$ cat config.mk
export PLATFORM = sky130hd
export DESIGN_NAME = rv32i_decoder
export DESIGN_NICKNAME = d
export VERILOG_FILES = /design/src/rtl/rv32i_decoder.sv
export SDC_FILE = /design/constraint.sdc
export NUM_CORES = 1
export LEC_CHECK = 0
export ABC_AREA = 1
export CORE_ASPECT_RATIO = 1.4
export CORE_MARGIN = 2
export CORE_UTILIZATION = 33
export CTS_BUF_LIST = sky130_fd_sc_hd__clkbuf_16
export CTS_CLUSTER_DIAMETER = 80
export DETAILED_ROUTE_END_ITERATION = 10
export GPL_TIMING_DRIVEN = 0
export HOLD_SLACK_MARGIN = 0.06
export PLACE_DENSITY = 0.81
export SYNTH_ARGS = -nofsm -noshare
export SYNTH_HDL_FRONTEND = slang
export SYNTH_SLANG_ARGS = --single-unit
export TNS_END_PERCENT = 5
$ cat constraint.sdc
create_clock -name clk -period 3.4 [get_ports clk]
set_input_delay 1.02 -clock clk [delete_from_list [all_inputs] [get_ports clk]]
set_output_delay 1.02 -clock clk [all_outputs]
set_load 0.01 [all_outputs]
$ cat src/rtl/rv32i_decoder.sv
// RV32I instruction decoder: zero-latency split of an instruction word into register
// addresses and datapath controls, plus a sticky flag recording any illegal instruction seen.
module rv32i_decoder (
  input  logic        clk,
  input  logic        rst,
  input  logic [31:0] instr,
  output logic [4:0]  rs1_addr,
  output logic [4:0]  rs2_addr,
  output logic [4:0]  rd_addr,
  output logic        rd_wr,
  output logic        is_pc,
  output logic [1:0]  op_b_sel,
  output logic [2:0]  alu_op,
  output logic [2:0]  imm_sel,
  output logic        mem_wr,
  output logic [3:0]  mask,
  output logic        unsign,
  output logic        is_load,
  output logic [1:0]  is_control,
  output logic [2:0]  bru_op,
  output logic        br_unsigned,
  output logic        illegal,
  output logic        illegal_seen
);

  // No handshake: a new instr may appear every cycle and outputs follow it combinationally.
  localparam logic [6:0] OP_R      = 7'b0110011;
  localparam logic [6:0] OP_IMM    = 7'b0010011;
  localparam logic [6:0] OP_LOAD   = 7'b0000011;
  localparam logic [6:0] OP_STORE  = 7'b0100011;
  localparam logic [6:0] OP_BRANCH = 7'b1100011;
  localparam logic [6:0] OP_JAL    = 7'b1101111;
  localparam logic [6:0] OP_JALR   = 7'b1100111;
  localparam logic [6:0] OP_LUI    = 7'b0110111;
  localparam logic [6:0] OP_AUIPC  = 7'b0010111;
  localparam logic [6:0] OP_FENCE  = 7'b0001111;
  localparam logic [6:0] OP_SYSTEM = 7'b1110011;

  logic [6:0] opcode;
  logic [2:0] funct3;
  logic [6:0] funct7;
  logic       bad;

  assign opcode = instr[6:0];
  assign funct3 = instr[14:12];
  assign funct7 = instr[31:25];

  always_comb begin
    rs1_addr    = 5'd0;
    rs2_addr    = 5'd0;
    rd_addr     = 5'd0;
    rd_wr       = 1'b0;
    is_pc       = 1'b0;
    op_b_sel    = 2'b00;
    alu_op      = 3'b000;
    imm_sel     = 3'b000;
    mem_wr      = 1'b0;
    mask        = 4'b0000;
    unsign      = 1'b0;
    is_load     = 1'b0;
    is_control  = 2'b00;
    bru_op      = 3'b000;
    br_unsigned = 1'b0;
    bad         = 1'b0;

    case (opcode)
      OP_R: begin
        rs1_addr = instr[19:15];
        rs2_addr = instr[24:20];
        rd_addr  = instr[11:7];
        rd_wr    = 1'b1;
        if (funct7 == 7'b0100000)
          bad = !((funct3 == 3'b000) || (funct3 == 3'b101));
        else if (funct7 != 7'b0000000)
          bad = 1'b1;
      end
      OP_IMM: begin
        rs1_addr = instr[19:15];
        rd_addr  = instr[11:7];
        rd_wr    = 1'b1;
        op_b_sel = 2'b01;
        alu_op   = 3'b011;
        imm_sel  = 3'b001;
        // Only shifts reuse funct7; SRAI is the one legal non-zero pattern.
        if (funct3 == 3'b001)
          bad = (funct7 != 7'b0000000);
        else if (funct3 == 3'b101)
          bad = !((funct7 == 7'b0000000) || (funct7 == 7'b0100000));
      end
      OP_LOAD: begin
        rs1_addr = instr[19:15];
        rd_addr  = instr[11:7];
        rd_wr    = 1'b1;
        is_load  = 1'b1;
        op_b_sel = 2'b01;
        alu_op   = 3'b100;
        imm_sel  = 3'b001;
        case (funct3)
          3'b000:  mask = 4'b0001;
          3'b001:  mask = 4'b0011;
          3'b010:  mask = 4'b1111;
          3'b100:  begin mask = 4'b0001; unsign = 1'b1; end
          3'b101:  begin mask = 4'b0011; unsign = 1'b1; end
          default: bad = 1'b1;
        endcase
      end
      OP_STORE: begin
        rs1_addr = instr[19:15];
        rs2_addr = instr[24:20];
        mem_wr   = 1'b1;
        op_b_sel = 2'b01;
        alu_op   = 3'b100;
        imm_sel  = 3'b010;
        case (funct3)
          3'b000:  mask = 4'b0001;
          3'b001:  mask = 4'b0011;
          3'b010:  mask = 4'b1111;
          default: bad = 1'b1;
        endcase
      end
      OP_BRANCH: begin
        rs1_addr    = instr[19:15];
        rs2_addr    = instr[24:20];
        is_control  = 2'b01;
        is_pc       = 1'b1;
        op_b_sel    = 2'b01;
        alu_op      = 3'b100;
        imm_sel     = 3'b011;
        bru_op      = funct3;
        br_unsigned = funct3[1];
        bad         = (funct3 == 3'b010) || (funct3 == 3'b011);
      end
      OP_JAL: begin
        rd_addr    = instr[11:7];
        rd_wr      = 1'b1;
        is_control = 2'b10;
        is_pc      = 1'b1;
        op_b_sel   = 2'b01;
        alu_op     = 3'b100;
        imm_sel    = 3'b101;
      end
      OP_JALR: begin
        rs1_addr   = instr[19:15];
        rd_addr    = instr[11:7];
        rd_wr      = 1'b1;
        is_control = 2'b11;
        op_b_sel   = 2'b01;
        alu_op     = 3'b100;
        imm_sel    = 3'b001;
      end
      OP_LUI: begin
        rd_addr  = instr[11:7];
        rd_wr    = 1'b1;
        op_b_sel = 2'b01;
        alu_op   = 3'b101;
        imm_sel  = 3'b100;
      end
      OP_AUIPC: begin
        rd_addr  = instr[11:7];
        rd_wr    = 1'b1;
        is_pc    = 1'b1;
        op_b_sel = 2'b01;
        alu_op   = 3'b100;
        imm_sel  = 3'b100;
      end
      OP_FENCE, OP_SYSTEM: ;
      default: bad = 1'b1;
    endcase

    if (instr[1:0] != 2'b11)
      bad = 1'b1;

    // An illegal instruction must not disturb architectural state: kill every control.
    if (bad) begin
      rs1_addr    = 5'd0;
      rs2_addr    = 5'd0;
      rd_addr     = 5'd0;
      rd_wr       = 1'b0;
      is_pc       = 1'b0;
      op_b_sel    = 2'b00;
      alu_op      = 3'b000;
      imm_sel     = 3'b000;
      mem_wr      = 1'b0;
      mask        = 4'b0000;
      unsign      = 1'b0;
      is_load     = 1'b0;
      is_control  = 2'b00;
      bru_op      = 3'b000;
      br_unsigned = 1'b0;
    end
    illegal = bad;
  end

  always_ff @(posedge clk or posedge rst) begin
    if (rst)
      illegal_seen <= 1'b0;
    else if (illegal)
      illegal_seen <= 1'b1;
  end

endmodule

; After elaboration in Yosys (flattened, before gate mapping)
; Index checks and enable logic that the tools add are counted.
[totals]
register_bits = 1
latch_bits = 0
ramBits = 0
romBits = 0
output_inout_bits = 40
n_memories = 0
[classes]
add_sub_neg = 0
n_mul = 0
div = 0
order_cmp = 0
n_eq_ne = 18
shift = 0
n_mux = 41
bitwise_logic = 0
reduce_logical = 22
[ops]
columns = operator, count
row1 = 5-bit two-way mux, 6
row2 = "7-bit by 6-bit equality test with 1-bit output, second input constant", 4
row3 = "7-bit equality test, second input constant", 4
row4 = 4-bit one-hot mux with 3 select lines, 2
row5 = 1-bit two-way mux, 21
row6 = 6-bit OR reduction, 3
row7 = 3-bit one-hot mux with 5 select lines, 1
row8 = "7-bit by 5-bit equality test with 1-bit output, second input constant", 2
row9 = 3-bit two-way mux, 4
row10 = 3-bit OR reduction, 4
row11 = 3-bit one-hot mux with 3 select lines, 1
row12 = 4-bit one-hot mux with 2 select lines, 1
row13 = 2-bit OR reduction, 4
row14 = 8-bit OR reduction, 1
row15 = "7-bit by 2-bit equality test with 1-bit output, second input constant", 1
row16 = "7-bit by 4-bit equality test with 1-bit output, second input constant", 1
row17 = 7-bit logical NOT, 1
row18 = 7-bit nonzero test, 1
row19 = 7-bit OR reduction, 1
row20 = "3-bit by 2-bit equality test with 1-bit output, second input constant", 2
row21 = "3-bit equality test, second input constant", 2
row22 = 1-bit one-hot mux with 6 select lines, 1
row23 = 2-bit one-hot mux with 3 select lines, 1
row24 = 5-bit OR reduction, 1
row25 = 7 further kinds, 11

; Depth between registers and ports, before layout
[depth]
ltp_word = 8
mapped_depth = 12

; Least setup slack after synthesis
; No wires, ideal clock.
[synth_timing]
path_kind = input to output
startpoint = input instr[0]
endpoint = output bru_op[1]
t_arrival_ns = 2.236
required_time_ns = 2.380
slack_ns = 0.144
path_stages = 11
cell_sequence = nand2_2 -> inv_2 -> nand2_4 -> nor2_1 -> a21oi_1 -> nand2_2 -> nor2_4 -> nand2_4 -> buf_8 -> nor2_2 -> buf_4
[synth_between]
elab_chain_cells = 5
word_cells_on_any_way = 17
cone_classes = eq/ne: 12 / mux: 4 / reduce/logical: 1
[synth_lines]
columns = element, line_no
row1 = start: declaration, 6  ; input logic [31:0] instr,
row2 = "7-bit by 4-bit equality test with 1-bit output, or another cell as far along", 66  ; case (opcode)
row3 = 6-bit OR reduction (no source line), -
row4 = 1-bit one-hot mux with 6 select lines, 66
row5 = 1-bit two-way mux, 170  ; if (instr[1:0] != 2'b11)
row6 = 3-bit two-way mux *, 174  ; if (bad) begin
row7 = end: declaration, 20  ; output logic [2:0] bru_op,
; Every way passes the cells marked *; elsewhere a longest branch is shown, timed or not.

; Final worst setup path
[layout_timing]
startpoint = input instr[1]
endpoint = output imm_sel[1]
[layout_between]
elab_chain_cells = 5
word_cells_on_any_way = 19
cone_classes = eq/ne: 12 / mux: 4 / reduce/logical: 3
[layout_lines]
columns = element, line_no
row1 = "7-bit by 4-bit equality test with 1-bit output, or another cell as far along", 66
row2 = 6-bit OR reduction (no source line), -
row3 = 1-bit one-hot mux with 6 select lines, 66
row4 = 1-bit two-way mux, 170
row5 = 3-bit two-way mux *, 174
row6 = end: declaration, 14  ; output logic [2:0] imm_sel,
; Marks and branches as above.

==> impl_metrics.yaml <==
global_route:
  antenna_found_initial: 0
  grt-ovfl-total: 0
  grtUsageTotal_pct: 19.5
  first_global_vias: 1214
  grt_pass1_wl_um: 5240
  grt_start_max_net_pins: 11
die:
  rows: 22
  start_util_pct: 35.1
  core_um2: 2640
  dieHeight_um: 66.8
  design.die.area_um2: 3260
  die_w_um: 48.8
  num_io_pins: 74
synth:
  yosysUniqueCellTypes: 22
  yosys_warnings: 0
  synth_top_area_share_pct: 17.0
  synth_area_leader_cell: "nor2_4"
  synthTopCellsByArea: "nor2_4 17%, nand2_1 16%, nor2_1 12%"
  syn_nets: 201
  yosysSeqAreaShare_pct: 2.70
  netlist_instances: 167
  synth_area_per_cell_um2: 5.56
  ys_ff_latch: 1
  synth_area_um2: 928
job:
  drv_cap: 0
layout:
  fin_cells: 295
  reg_top3: "illegal_seen (1)"
  largest_register_ffs: 1
  antennaDiodeCount: 0
  drive_gt1_share_pct: 48.3
  stdcell_area_um2: 1930
  fin_util_pct: 72.9
  area_delta_synth_final_pct: 108
  fin_nets: 295
  nFillCells: 221
  regMostFlops: "illegal_seen"
placed_design:
  dp_slack_ps: -910
  placed_cells: 275
  io_buffers: 72
  dp_hpwl_um: 2600
  placed_cell_area_um2: 1690
  routabilityCongestion: 0.911
worst_hold_path:
  hp-class: "reg -> reg"
  min_from: "illegal_seen"
  hold_depth: 1
  min_to: "illegal_seen"
clock_network:
  clkSlewWorstSetupHoldPaths_ps: 0
  ctsHoldBuffers: 0
  clk-insertion-delay-late_ps: 0
worst_setup_path:
  r2r_start: "illegal_seen"
  cp_cell_sequence: "clkbuf_2 -> nand2_4 -> nor2_4 -> nand2_2 -> nand2_2 -> nor2_4 -> a21oi_4 -> nand2_4 -> buf_12 -> buf_6 -> nor2_2 -> buf_2"
  start_kind: "input port"
  critical_path_peak_fanout: 5
  r2r-end: "illegal_seen"
  r2r_setup_slack_ps: 2760
  cp_top_family: "simple AND/OR/NAND/NOR gates"
  cp.arrival_ps: 2420
  end_kind: "primary output"
  setup.worst_path.class: "in -> out"
  ff2ff_path_depth: 1
  slowest_stage: "nor2_4"
  crit_path_max_incr_delay_ps: 190
  cp_data_required_time_ps: 2380
  worst-path-buf-inv: 4
timing:
  setup_tns_ps: -337
  fin_crit_sh_pct: 101
  skew_ps: 0
  setup_ws_ps: -40.6
  report.final.slew_viol_count: 0
  fmax_mhz: 291
  holdWs_ps: 470
  rsz0062_at_grt: "yes"
  hold_viol_final: 0
  final-setup-viol-count: 11
  period_needed_ps: 3440
routing:
  drc: 0
  routed_wl_um: 3560
  post_drt_wl_per_cell_um: 12.1
  drt_iter0_markers: 34
  via_count: 1405
  firstDrtPassIters: 4
  vias_per_cell: 4.76
  ant_nets: 0
power_and_ir_drop:
  p_total_mw: 0.124
  max-vdd-ir-drop_v: 0.0000452
  cellLeakagePower_nw: 0.895
  p_per_area_nw_per_um2: 64.4
run_status:
  status: "finished with violations"
  violations: "setup timing"
[power by group]
group | leakage (nW) | switching [mW] | internal [mW]
logic | 0.886 | 0.0567 | 0.0552
clock network | 0 | 0 | 0
registers | 0.00875 | 0 | 0.0121
total | 0.895 | 0.0567 | 0.0673
[layout make-up]
cell class	instances	area [um^2]	share of cell area [%]
plain buffers	5	62.6	3.25
inverters	20	87.6	4.55
repair buffers	92	816	42.3
flip-flops and latches	1	25.0	1.30
multi-input cells	141	891	46.2
well taps	36	45.0	2.34
[worst max path at each step]
stage	startpoint	end	slack (ps)	cells after the start
2_1_floorplan	instr[0]	bru_op[1]	140	11
3_3_place_gp	instr[3]	bru_op[1]	-900	13
3_5_place_dp	instr[3]	bru_op[1]	-910	13
4_1_cts	instr[6]	illegal	-230	12
5_1_grt	instr[4]	imm_sel[1]	-120	13
6_report	instr[1]	imm_sel[1]	-40	12
[logic make-up (layout without fill, tap and decap cells)]
family                 Yosys count  in the layout  share of synthesized area (%)
buffers and inverters           25            117                           14.3
and+or+nand+nor                123            123                           71.8
other                            1              1                          0.404
AOI/OAI and AO/OA               17             17                           10.8
DFF                              1              1                           2.69
[synth_stat cells]
library cell  count
conb_1            1
buf_12            1
buf_8             1
nor2_2           14
o21ai_1           1
nor2_1           30
nand2_4           2
nand2_2           7
inv_1            15
dfrtp_1           1
nand3_2           2
o21ai_0          10
nand3_1           9
nor2_4           14
nand2_1          40
nor3_1            4
a21oi_4           1
nand3b_1          1
a21oi_1           2
inv_2             5
buf_4             3
a31oi_1           3
[layout by cell type, fill, tap and decap left out, types with 2 or more instances in the layout]
master,Yosys,final
nor3_1,4,3
nor2_1,30,22
inv_4,0,3
clkdlybuf4s50_1,0,23
inv_2,5,4
nor2_2,14,10
o21ai_0,10,5
nand2_4,2,4
buf_2,0,15
dlygate4sd2_1,0,6
nand2_1,40,36
o21ai_1,1,5
clkdlybuf4s15_1,0,4
buf_4,3,19
buf_12,1,4
nand2_2,7,9
nor2_4,14,26
buf_6,0,18
a31oi_1,3,3
clkbuf_2,0,6
nand3_1,9,9
inv_1,15,12
dlymetal6s2s_1,0,2
[layer usage]
metal	wire length [um]	global-route usage (%)	up-vias
li1	-	-	699
met2	1900	41.4	73
met4	61	0.357	0
met5	0	0	-
met3	284	2.02	10
met1	1320	21.4	623
[repair_timing]
| action | in CTS | in global routing |
|---|---|---|
| setup buffers | 11 | 9 |
| setup endpoints to repair | 38 | 36 |
| resized for setup | 153 | 70 |
| pin swaps | 13 | 25 |
| hold endpoints to repair | 0 | 0 |
No activity file was read; power rests on OpenSTA's default activity.
